`src/rtl/demux8x32_buf.sv`:
```
// demux8x32_buf: 1-to-8 word distributor with a single-entry holding slot per destination.
// Optional broadcast to all slots is enabled by defining DEMUX8X32_BCAST_EN.
module demux8x32_buf #(
   parameter int WIDTH = 32,
   parameter int NCH   = 8
) (
   input  logic                 clk,
   input  logic                 rst,
   input  logic                 in_valid,
   output logic                 in_ready,
   input  logic [WIDTH-1:0]     in_data,
   input  logic [2:0]           in_sel,
`ifdef DEMUX8X32_BCAST_EN
   input  logic                 in_bcast,
`endif
   output logic [NCH-1:0]       out_valid,
   input  logic [NCH-1:0]       out_ready,
   output logic [NCH*WIDTH-1:0] out_data,
   output logic                 busy
);

   logic [NCH-1:0]   full_p1;
   logic [WIDTH-1:0] data_p1 [NCH];
   logic [NCH-1:0]   can_take;
   logic [NCH-1:0]   sel_dec;
   logic [NCH-1:0]   load;
   logic [NCH-1:0]   full_nxt;
   logic             accept;

   always_comb begin
      // A slot draining this cycle may be refilled in the same cycle.
      can_take = ~full_p1 | out_ready;
      sel_dec  = '0;
      sel_dec[in_sel] = 1'b1;
`ifdef DEMUX8X32_BCAST_EN
      in_ready = in_bcast ? (&can_take) : can_take[in_sel];
      accept   = in_valid & in_ready;
      load     = accept ? (in_bcast ? {NCH{1'b1}} : sel_dec) : '0;
`else
      in_ready = can_take[in_sel];
      accept   = in_valid & in_ready;
      load     = accept ? sel_dec : '0;
`endif
   end

   always_comb begin
      full_nxt = full_p1;
      for (int i = 0; i < NCH; i++) begin
         if (load[i])
            full_nxt[i] = 1'b1;
         else if (full_p1[i] && out_ready[i])
            full_nxt[i] = 1'b0;
      end
   end

   // Stage p1: slot state, presented one cycle after acceptance.
   always_ff @(posedge clk) begin
      if (rst) begin
         full_p1 <= '0;
         busy    <= 1'b0;
         for (int i = 0; i < NCH; i++)
            data_p1[i] <= '0;
      end else begin
         full_p1 <= full_nxt;
         busy    <= |full_nxt;
         for (int i = 0; i < NCH; i++)
            if (load[i])
               data_p1[i] <= in_data;
      end
   end

   assign out_valid = full_p1;

   for (genvar g = 0; g < NCH; g++) begin : g_out
      assign out_data[WIDTH*g +: WIDTH] = data_p1[g];
   end

endmodule

```
`config.mk`:
```
export PLATFORM = sky130hd
export DESIGN_NAME = demux8x32_buf
export DESIGN_NICKNAME = d
export VERILOG_FILES = /design/src/rtl/demux8x32_buf.sv
export SDC_FILE = /design/constraint.sdc
export NUM_CORES = 1
export LEC_CHECK = 0
export ABC_AREA = 1
export CELL_PAD_IN_SITES_DETAIL_PLACEMENT = 0
export CELL_PAD_IN_SITES_GLOBAL_PLACEMENT = 2
export CORE_MARGIN = 2
export CORE_UTILIZATION = 33
export CTS_CLUSTER_DIAMETER = 80
export CTS_CLUSTER_SIZE = 14
export DETAILED_ROUTE_END_ITERATION = 16
export GPL_ROUTABILITY_DRIVEN = 0
export PLACE_DENSITY_LB_ADDON = 0.1
export SLEW_MARGIN = 20
export SYNTH_ARGS = -nofsm -noshare
export SYNTH_HDL_FRONTEND = slang
export SYNTH_SLANG_ARGS = --single-unit
export TNS_END_PERCENT = 1
```
`constraint.sdc`:
```
create_clock -name clk -period 3.5 [get_ports clk]
set_clock_uncertainty 0.05 [all_clocks]
set_input_delay 0.525 -clock clk [delete_from_list [all_inputs] [get_ports clk]]
set_output_delay 0.525 -clock clk [all_outputs]
set_load 0.05 [all_outputs]
```
==> impl_metrics.tcl <==
set metrics [dict create \
    synth_cells 647 \
    clock_latency_ps 500 \
    cp-end-kind "primary output" \
    min_period_over_period_pct 78.3 \
    vias_per_cell 4.44 \
    final_cell_mix "clkdlybuf4s50_1 (309), edfxtp_1 (256), nor2_1 (240)" \
    grt_pass1_wl_um 41200 \
    io_pins 312 \
    p_leak_nw 5.27 \
    max-cap-violations 0 \
    pwr_density_cell_mw_per_mm2 507 \
    finalSetupViolations 0 \
    cp-startpoint "in_sel[1]" \
    yosysWarnings 0 \
    ctsHoldBuffers 0 \
    yosysTopAreaCellShare_pct 79.6 \
    drive_gt1_share_pct 6.61 \
    finalHoldViolCount 0 \
    io_buffer_count 311 \
    row_count 62 \
    numCtsBuffers 22 \
    min_path_cells 2 \
    register_area_mm2 0.00787 \
    wl_per_cell_um 20.9 \
    grt_max_degree 39 \
    tns_ps 0 \
    post-dp-hpwl_um 19900 \
    critical_path_arrival_ps 2160 \
    ys_types 20 \
    diodes 0 \
    crit_path_end "in_ready" \
    vias 6075 \
    synth_top_area_cell "edfxtp_1" \
    grt.overflow.total 0 \
    irDropWorstVdd_uv 276 \
    yosysSeqAreaShare_pct 81.5 \
    worst_pin_slew_ps 659 \
    cp-start-kind "primary input" \
    critical-path-max-stage-delay_ps 540 \
    synth_area_mm2 0.00966 \
    max_freq_mhz 365 \
    slew_violations 0 \
    grt_setup_unrepaired "false" \
    relSlewSlack_pct 55.9 \
    die-area_mm2 0.0307 \
    synth.area.top_cells "edfxtp_1 (80%), nor2_1 (9.3%), buf_6 (2.1%), inv_1 (1.9%), dfxtp_1 (1.9%)" \
    fp.dieW_um 175 \
    fin_crit_ps 2740 \
    cts_setup_buffers 0 \
    mostFrequentLayoutCell "clkdlybuf4s50_1" \
    syn_avg_cell_area_um2 14.9 \
    worstPathCellList "clkdlybuf4s50_1, inv_1, nor2_1, nand3_1, nand2_2, nor4_1, buf_4" \
    synth_seq_cells 265 \
    cts.path.max_buffers 3 \
    cts_root_buf "clkbuf_16" \
    drt_wl_total_um 28500 \
    crit_fanout 7 \
    slowest_stage "clkdlybuf4s50_1" \
    hp-class "primary input to flip-flop" \
    layout_setup_ws_ps 761 \
    status "finished clean" \
    drtPass1Iterations 4 \
    area_growth_pct 43.3 \
    holdWs_ps 306 \
    die_h_um 175 \
    worst-r2r-setup-slack_ps 1500 \
    htreeDepth 1 \
    drt-initial-drc-count 339 \
    coreArea_mm2 0.0288 \
    r2r.worst_path.cells 8 \
    path_clk_slew_ps 70 \
    drc_errors 0 \
    cts_sinks 265 \
    r2r-end "data_p1[0][91]" \
    cts_tree "yes" \
    multiInputGateArea_mm2 0.00138 \
    grt_pass1_vias 6326 \
    syn-num-nets 693 \
    cts_resized 0 \
    place_ws_ps 594 \
    antenna_found_initial 0 \
    required_ps 2920 \
    nets 1013 \
    nFillCells 2561 \
    crit_type "primary input to primary output" \
    total_power_mw 7.01 \
    start_util_pct 33.6 \
    ant_nets 0 \
    r2r-start "out_valid[3]" \
    grt_usage_pct 18.3 \
]
worst max-delay path, delay by kind of cell:
kind                   cells  cell delay [ps]
buffers and inverters      3              980
and+or+nand+nor            4              670
where the power goes:
group	internal [mW]	switching [mW]	total (mW)
clock	1.23	1.06	2.29
sequential	3.62	0.0443	3.67
combinational	0.302	0.754	1.06
worst min path at each step:
stage          slack [ps]    startpoint            to
2_1_floorplan         670  out_ready[4]  out_valid[4]
3_3_place_gp          500  out_valid[1]  out_valid[1]
3_5_place_dp          480  out_valid[0]  out_valid[0]
4_1_cts               270           rst  out_valid[7]
5_1_grt               300           rst          busy
6_report              310           rst  out_valid[7]
cell type report:
class,count,area share [%]
repair buffers,322,23.7
well taps,384,3.47
flip-flops and latches,265,56.9
multi-input cells,304,9.96
clock buffers,40,4.62
inverters,52,1.41
registers in the layout, indices dropped and copies added, names as in the netlist:
name,cells
busy,1
out_valid,8
data_p1,256
Yosys cell counts (all sizes together):
cell type / n
a21oi: 8
edfxtp: 256
nor3: 6
nor4: 1
nand3: 2
dfxtp: 9
nor2: 242
nand2: 28
buf: 22
or2: 6
nand4: 11
clkbuf: 4
inv: 52
per-stage QoR:
stage	cells	util, %	area, um2
after global routing	1367	48.1	13800
after global placement	1327	45.9	13200
after floorplan	647	-	9660
final	1367	48.1	13800
after detailed placement	1327	45.9	13200
after CTS	1367	48.1	13800
cells by family after synthesis:
family,after synthesis,share of synthesized area [%]
AND/OR/NAND/NOR,296,13.7
AO/OA/AOI/OAI,8,0.415
buffers and inverters,78,4.47
flip-flops,265,81.5
layer usage:
metal	vias up	GRT usage (%)	wire, um
li1	2832	-	-
met2	239	31.4	14100
met4	0	3.96	533
met1	2969	23.9	12000
met5	-	0	0
met3	35	3.79	1890
(Power assumes the default switching activity.)
